==> config.mk <==
export PLATFORM = sky130hd
export DESIGN_NAME = uart_rx_fifo
export DESIGN_NICKNAME = d
export VERILOG_FILES = /design/src/rtl/uart_rx_fifo.sv
export SDC_FILE = /design/constraint.sdc
export NUM_CORES = 1
export LEC_CHECK = 0
export CAP_MARGIN = 5
export CORE_MARGIN = 2
export CORE_UTILIZATION = 40
export CTS_BUF_LIST = sky130_fd_sc_hd__clkbuf_16
export CTS_CLUSTER_DIAMETER = 120
export DETAILED_ROUTE_END_ITERATION = 6
export PLACE_DENSITY = 0.56
export SYNTH_ARGS = -nofsm -noshare
export SYNTH_HDL_FRONTEND = slang
export SYNTH_SLANG_ARGS = --single-unit
==> constraint.sdc <==
create_clock -name i_clock -period 4.39 [get_ports i_clock]
set_input_delay 1.0975 -clock i_clock [delete_from_list [all_inputs] [get_ports i_clock]]
set_output_delay 1.0975 -clock i_clock [all_outputs]
set_load 0.005 [all_outputs]
==> src/rtl/uart_rx_fifo.sv <==
// uart_rx_fifo
//   Receive half of the UART. Deserialises 8N1 frames from i_rx using the
//   shared 16x oversampling tick, checks the stop bit, and queues good bytes
//   into a show-ahead circular FIFO. Sticky flags report dropped bytes.
//
// Ports
//   i_clock      system clock
//   i_reset      synchronous, active-low reset
//   i_rx         raw serial input (asynchronous, idle high)
//   i_s_tick     one-cycle tick at 16x the bit rate
//   i_rd         pop strobe; pops the head byte when not empty
//   i_clr_err    clears o_frame_err and o_overrun
//   o_r_data     head-of-FIFO byte (valid while o_empty = 0)
//   o_empty      FIFO holds no bytes
//   o_full       FIFO holds 2^ADDR_W bytes
//   o_count      number of bytes stored (0 .. 2^ADDR_W)
//   o_frame_err  sticky: a stop bit was sampled low
//   o_overrun    sticky: a good byte arrived while the FIFO was full
//
// States
//   ST_IDLE  | line idle, waiting for a falling edge on the synchronised rx
//   ST_START | counting to the middle of the start bit to confirm it
//   ST_DATA  | sampling data bits, LSB first, every 16 ticks
//   ST_STOP  | waiting for the stop-bit sample point, then push or flag
module uart_rx_fifo #(
    parameter int DBIT    = 8,
    parameter int SB_TICK = 16,
    parameter int ADDR_W  = 4
) (
    input  logic              i_clock,
    input  logic              i_reset,
    input  logic              i_rx,
    input  logic              i_s_tick,
    input  logic              i_rd,
    input  logic              i_clr_err,
    output logic [7:0]        o_r_data,
    output logic              o_empty,
    output logic              o_full,
    output logic [ADDR_W:0]   o_count,
    output logic              o_frame_err,
    output logic              o_overrun
);

    localparam logic [1:0] ST_IDLE  = 2'd0;
    localparam logic [1:0] ST_START = 2'd1;
    localparam logic [1:0] ST_DATA  = 2'd2;
    localparam logic [1:0] ST_STOP  = 2'd3;

    localparam int              N_W         = (DBIT > 1) ? $clog2(DBIT) : 1;
    localparam logic [N_W-1:0]  N_LAST      = N_W'(DBIT - 1);
    localparam logic [3:0]      S_MID_START = 4'd7;
    localparam logic [3:0]      S_BIT_LAST  = 4'd15;
    localparam logic [3:0]      S_STOP_LAST = 4'(SB_TICK - 1);
    localparam int              DEPTH       = 1 << ADDR_W;
    localparam logic [ADDR_W:0] COUNT_FULL  = {1'b1, {ADDR_W{1'b0}}};

    logic              r_rx_meta;
    logic              r_rx_s;
    logic [1:0]        r_state;
    logic [3:0]        r_s;
    logic [N_W-1:0]    r_n;
    logic [DBIT-1:0]   r_b;
    logic [7:0]        r_mem [DEPTH];
    logic [ADDR_W-1:0] r_wr_ptr;
    logic [ADDR_W-1:0] r_rd_ptr;
    logic [ADDR_W:0]   r_count;
    logic              r_frame_err;
    logic              r_overrun;

    logic       w_full;
    logic       w_empty;
    logic       w_stop_eval;
    logic       w_stop_good;
    logic       w_stop_bad;
    logic       w_push;
    logic       w_pop;
    logic       w_overrun_evt;
    logic [7:0] w_byte;

    // Two-flop synchroniser; idles high so reset never looks like a start bit.
    always_ff @(posedge i_clock) begin
        if (!i_reset) begin
            r_rx_meta <= 1'b1;
            r_rx_s    <= 1'b1;
        end else begin
            r_rx_meta <= i_rx;
            r_rx_s    <= r_rx_meta;
        end
    end

    always_ff @(posedge i_clock) begin
        if (!i_reset) begin
            r_state <= ST_IDLE;
            r_s     <= 4'd0;
            r_n     <= '0;
            r_b     <= '0;
        end else begin
            case (r_state)
                ST_IDLE: begin
                    if (!r_rx_s) begin
                        r_state <= ST_START;
                        r_s     <= 4'd0;
                    end
                end
                ST_START: begin
                    if (i_s_tick) begin
                        if (r_s == S_MID_START) begin
                            // Line back high at mid start bit: treat as a glitch.
                            if (!r_rx_s) begin
                                r_state <= ST_DATA;
                                r_s     <= 4'd0;
                                r_n     <= '0;
                            end else begin
                                r_state <= ST_IDLE;
                            end
                        end else begin
                            r_s <= r_s + 4'd1;
                        end
                    end
                end
                ST_DATA: begin
                    if (i_s_tick) begin
                        if (r_s == S_BIT_LAST) begin
                            r_s <= 4'd0;
                            r_b <= {r_rx_s, r_b[DBIT-1:1]};
                            if (r_n == N_LAST) begin
                                r_state <= ST_STOP;
                            end else begin
                                r_n <= r_n + 1'b1;
                            end
                        end else begin
                            r_s <= r_s + 4'd1;
                        end
                    end
                end
                ST_STOP: begin
                    if (i_s_tick) begin
                        if (r_s == S_STOP_LAST) begin
                            r_state <= ST_IDLE;
                        end else begin
                            r_s <= r_s + 4'd1;
                        end
                    end
                end
                default: r_state <= ST_IDLE;
            endcase
        end
    end

    always_comb begin
        w_full        = (r_count == COUNT_FULL);
        w_empty       = (r_count == '0);
        w_stop_eval   = (r_state == ST_STOP) && i_s_tick && (r_s == S_STOP_LAST);
        w_stop_good   = w_stop_eval && r_rx_s;
        w_stop_bad    = w_stop_eval && !r_rx_s;
        w_pop         = i_rd && !w_empty;
        // A pop in the same cycle frees the slot, so a full FIFO still accepts.
        w_push        = w_stop_good && (!w_full || i_rd);
        w_overrun_evt = w_stop_good && w_full && !i_rd;
        w_byte        = 8'(r_b);
    end

    // Storage is deliberately not reset.
    always_ff @(posedge i_clock) begin
        if (i_reset && w_push) begin
            r_mem[r_wr_ptr] <= w_byte;
        end
    end

    always_ff @(posedge i_clock) begin
        if (!i_reset) begin
            r_wr_ptr <= '0;
            r_rd_ptr <= '0;
            r_count  <= '0;
        end else begin
            if (w_push) begin
                r_wr_ptr <= r_wr_ptr + 1'b1;
            end
            if (w_pop) begin
                r_rd_ptr <= r_rd_ptr + 1'b1;
            end
            case ({w_push, w_pop})
                2'b10:   r_count <= r_count + 1'b1;
                2'b01:   r_count <= r_count - 1'b1;
                default: r_count <= r_count;
            endcase
        end
    end

    // Set wins over clear when both land in the same cycle.
    always_ff @(posedge i_clock) begin
        if (!i_reset) begin
            r_frame_err <= 1'b0;
            r_overrun   <= 1'b0;
        end else begin
            if (w_stop_bad) begin
                r_frame_err <= 1'b1;
            end else if (i_clr_err) begin
                r_frame_err <= 1'b0;
            end
            if (w_overrun_evt) begin
                r_overrun <= 1'b1;
            end else if (i_clr_err) begin
                r_overrun <= 1'b0;
            end
        end
    end

    assign o_r_data    = r_mem[r_rd_ptr];
    assign o_empty     = w_empty;
    assign o_full      = w_full;
    assign o_count     = r_count;
    assign o_frame_err = r_frame_err;
    assign o_overrun   = r_overrun;

endmodule

Word-level counts from Yosys, hierarchy flattened. Memories as Yosys holds them, arrays and structs flattened. A register that Yosys moved wholly into a read port is not among the register bits. Cells that the tools add are included.

Equal/unequal tests: 20. $add $sub $neg: 6. Reductions and logical operators: 24. Muxes and demuxes: 33.

Operators with widths (number): 2-to-1 mux 4 bit (9); inequality test 2 bit (second input constant) (11); 2-to-1 mux 2 bit (9); 2-to-1 mux 3 bit (6); case mux 4 bit (4 select lines) (1); adder 4 x 1 -> 4 bit (second input constant) (3); case mux 5 bit (2 select lines) (1); logical AND 1 bit (9); case mux 2 bit (4 select lines) (1); AND reduction 8 bit (1); nonzero test 2 bit (4); AND reduction 7 bit (1); equality test 2 bit (second input constant) (3); case mux 3 bit (2 select lines) (1); adder 5 x 1 -> 5 bit (second input constant) (1); equality test 5 bit (second input constant) (1); logical NOT 5 bit (1); 2-to-1 mux 1 bit (5); subtractor 5 x 1 -> 5 bit (second input constant) (1); equality test 2 x 1 -> 1 bit (second input constant) (2); equality test 4 x 3 -> 1 bit (second input constant) (1); equality test 4 bit (second input constant) (1); logical NOT 1 bit (4); AND reduction 4 bit (1); 5 further kinds (5).

Bits in writable memories: 128. Input bits: 6. Memories kept: 1. Output and inout bits: 17. Flip-flop bits (word level): 34.

Memories: r_mem (depth 16, bits a word 8, read ports 1, clocked after Yosys merged registers in 1, wr ports 1, line 63) `logic [7:0] r_mem [DEPTH];`.

Logic depth before layout (Yosys ltp).
Depth in word-level cells: 8. Mapped depth: 14. Depth with buffers taken out: 10.

Least setup slack after synthesis. Ideal clock, no wire load.

Path type: input to register. Start point: in i_s_tick. End point: reg r_count[2], in the netlist o_count[2]. Buffers on the path: 4. Path slack: 0.918 ns. Required time: 4.314 ns. Arrival: 3.397 ns. Cell stages on the path: 13. Library setup time: 0.076 ns. Path through: buf_2 and4_1 o311ai_4 buf_6 buf_4 ha_1 clkbuf_1 xor2_1 ha_1 a21oi_1 xnor2_1 or3_1 a21boi_0.

Cells in the longest elaborated chain, start to end: 6. Elaborated cells between the ends (all ways): 8.

RTL lines: start: declaration (line 33) `input logic i_s_tick,`; logical AND 1 bit * (2 in a row) (line 153) `w_stop_eval = (r_state == ST_STOP) && i_s_tick && (r_s == S_STOP_LAST);`; logical AND 1 bit * (line 154) `w_stop_good = w_stop_eval && r_rx_s;`; logical AND 1 bit * (line 158) `w_push = w_stop_good && (!w_full || i_rd);`; equality test 2 x 1 -> 1 bit / equality test 2 bit (equally long branches) (line 182) `case ({w_push, w_pop})`; case mux 5 bit (2 select lines) / nonzero test 2 bit (equally long branches); end signal: assignment (line 183) `2'b10: r_count <= r_count + 1'b1;`; end signal: assignment (line 184) `2'b01: r_count <= r_count - 1'b1;`; end signal: assignment (line 185) `default: r_count <= r_count;`; end: declaration (line 66) `logic [ADDR_W:0] r_count;`.

Every way passes the cells marked *; elsewhere a longest branch is shown, timed or not. A chain may end at the register's enable or synchronous reset.

==> flow_summary_export.csv <==
group,metric,value,unit
layout,diodes,0,
layout,fin_area,0.00804,mm2
timing,skew,0.00648,ns
setup_path,cp_data_arrival_time,2.72,ns
flow_run,drv_cap,0,
floorplanning,pin_count,23,
drt,drc,0,
logic_synthesis,ys.warnings.count,0,
layout,final_common_cell,"edfxtp_1",
layout,final_cell_mix,"edfxtp_1, dfxtp_1, mux4_2",
drt,via_per_inst,5.40,
timing,min_period,3.82,ns
cts,cts_inserted_buffers,17,
layout,area_growth,16.9,%
timing,worst_pin_slew,0.796,ns
layout,nets,483,
layout,final_cells,699,
timing,drv_slew,0,
drt,drt_iter0_drc,300,
timing,hold_violations,0,
global_routing,antenna_found_initial,0,
logic_synthesis,ys_types,53,
placed_design,place.port_buffers,22,
logic_synthesis,syn_area_per_cell,15.9,um2
global_routing,grt_pass1_vias,3817,
power,ir_drop,0.000308,V
global_routing,grt_max_degree,24,
global_routing,grt_remaining_overflow,0,
logic_synthesis,yosysTopAreaCell,"edfxtp_1",
drt,drtPass1Iterations,4,
logic_synthesis,synth_edf_count,128,
logic_synthesis,syn-cell-area,0.00688,mm2
floorplanning,core,0.0167,mm2
placed_design,hpwl,8760,um
setup_path,cp_data_required_time,3.29,ns
placed_design,placed_area,0.00743,mm2
logic_synthesis,ys_seq_area_share,66.9,%
setup_path,crit_path_top_delay_cell,"dfxtp_1",
timing,fmax,262,MHz
setup_path,cpLargestDelayFamily,"buffers and inverters",
power,p_leak,2.97,nW
drt,vias,3775,
cts,cts-htree-levels,4,
floorplanning,die_width,135,um
drt,antenna_left,0,
power,total_power,3.24,mW
setup_path,startpoint_type,"flip-flop",
setup_path,ff2ff_setup_slack,1.42,ns
logic_synthesis,synth_cells,433,
drt,wl,13700,um
setup_path,worst-path-max-fanout,13,
hold_path,min_path_type,"flip-flop to flip-flop",
setup_path,critPathMaxStageDelay,0.79,ns
layout,layout-drive-gt1-share,19.4,%
timing,fin_crit_sh,87.0,%
cts,clk-insertion-delay-late,0.42,ns
outcome,outcome,"completed",
setup_path,crit_type,"flip-flop to output pin",
placed_design,dp.cells,667,
floorplanning,start_util,41.2,%
cts,cts_tree,"yes",
floorplanning,rows,47,
logic_synthesis,ys_ff_latch,166,
global_routing,track_usage,16.2,%
cts,hold_buffers,0,
timing,setup_viol,0,
setup_path,crit_chain,"buf_4 > mux4_2 > a22oi_1 > nand2_1 > clkdlybuf4s50_1",
cts,clkSlewWorstSetupHoldPaths,0.06,ns
drt,wl_per_cell,19.6,um
cts,post_cts_buffers,0,
cts,cts_resized,0,
timing,maxSlewHeadroom,46.9,%
logic_synthesis,yosysTopAreaCellShare,55.9,%
timing,setup_tns,0,ns
logic_synthesis,postSynth.asyncResetShare,0,%
setup_path,crit_buf_inv,2,
cts,root_buffer,"clkbuf_16",
floorplanning,dieHeight,135,um
global_routing,grt_pass1_wl,21700,um
timing,rsz0062_at_grt,"no",
power,power_density,403,mW/mm2
logic_synthesis,synth_nets,450,
logic_synthesis,ys.flop_type,"edfxtp_1",
logic_synthesis,yosys-top-cells-area,"edfxtp_1, dfxtp_1, mux4_2, mux2i_1, ha_1",
cts,cts_buffer_depth,2,
placed_design,routabilityCongestion,0.775,
cts,cts_num_sinks,166,
setup_path,crit_path_end_kind,"output pin",
floorplanning,dieArea,0.0183,mm2
worst register-to-register path, stage by stage, from the launching register on:
cell and delay, ns:
dfxtp_1 0.39, or4_4 0.61, o21ai_2 0.29, inv_1 0.11
ha_1 0.30, xor2_1 0.18, ha_1 0.19, a21oi_1 0.26
xnor2_1 0.12, or3_1 0.30, a21boi_0 0.16
metrics by stage:
step / setup slack [ns] / hold slack (ns) / utilization, %
finish: 0.571 / 0.410 / 48.2
global route: 0.371 / 0.432 / 48.2
CTS: 0.508 / 0.414 / 48.2
detailed placement: 0.464 / 0.399 / 44.5
global placement: 0.484 / 0.396 / 44.5
floorplan: 0.918 / 0.386 / -
cell type report:
cell class | count | area (um2)
multi-input cells | 231 | 2140
fillers | 1448 | 8660
inverters | 8 | 30.0
flip-flops and latches | 166 | 4610
well taps | 220 | 275
clock buffers | 17 | 425
clock inverters | 15 | 188
repair buffers | 42 | 383
cell families (layout without fill, tap and decap cells):
logic type / count (synthesis) / after routing / synth area share [%]
and+or+nand+nor: 115 / 115 / 9.37
muxes: 48 / 48 / 12.8
DFF: 166 / 166 / 66.9
adders and majority gates: 11 / 11 / 2.00
xor gates and xnor gates: 7 / 7 / 0.891
AOI/OAI and AO/OA: 50 / 50 / 5.53
buffers and inverters: 36 / 82 / 2.46
where the power goes:
part	switching [mW]	leakage, nW	internal (mW)	total [mW]
Sequential	0.00255	1.80	1.67	1.67
Clock	0.597	0.310	0.945	1.54
Combinational	0.0133	0.866	0.0112	0.0244
layer usage:
metal / part of all wire [%] / vias up / track usage, %
met4: 0.71 / 0 / 5.03
met1: 47 / 1932 / 22.0
met2: 49 / 79 / 25.9
met5: 0 / - / 0
li1: - / 1756 / -
met3: 3.7 / 8 / 4.12
flip-flops by register name (all words and copies together), names as in the netlist, named ones only:
register / count
r_state: 1
r_s: 4
o_overrun: 1
r_n: 3
r_b: 8
r_mem: 128
r_rd_ptr: 4
o_frame_err: 1
o_count: 5
r_rx_s: 1
r_wr_ptr: 4
r_rx_meta: 1
path summary, 6_finish.rpt:
kind                            startpoint     endpoint  cells past startpoint
worst min-delay path             r_rx_meta       r_rx_s                      1
worst max-delay path             flip-flop  o_r_data[4]                      5
worst min register to register   r_rx_meta       r_rx_s                      1
worst max register to register  o_count[1]   o_count[2]                     10
synth_stat cells, drive strengths merged (5+ instances only):
cell	number
edfxtp	128
dfxtp	38
mux4	32
nand2	25
nor2b	17
a22oi	16
clkbuf	16
mux2i	15
nor2	15
buf	12
ha	11
o21ai	10
inv	8
nand3	8
and2	7
nor3	7
nor4	7
nand2b	6
nor4b	5
xnor2	5
Note: power is estimated with default switching activity, not from simulation.
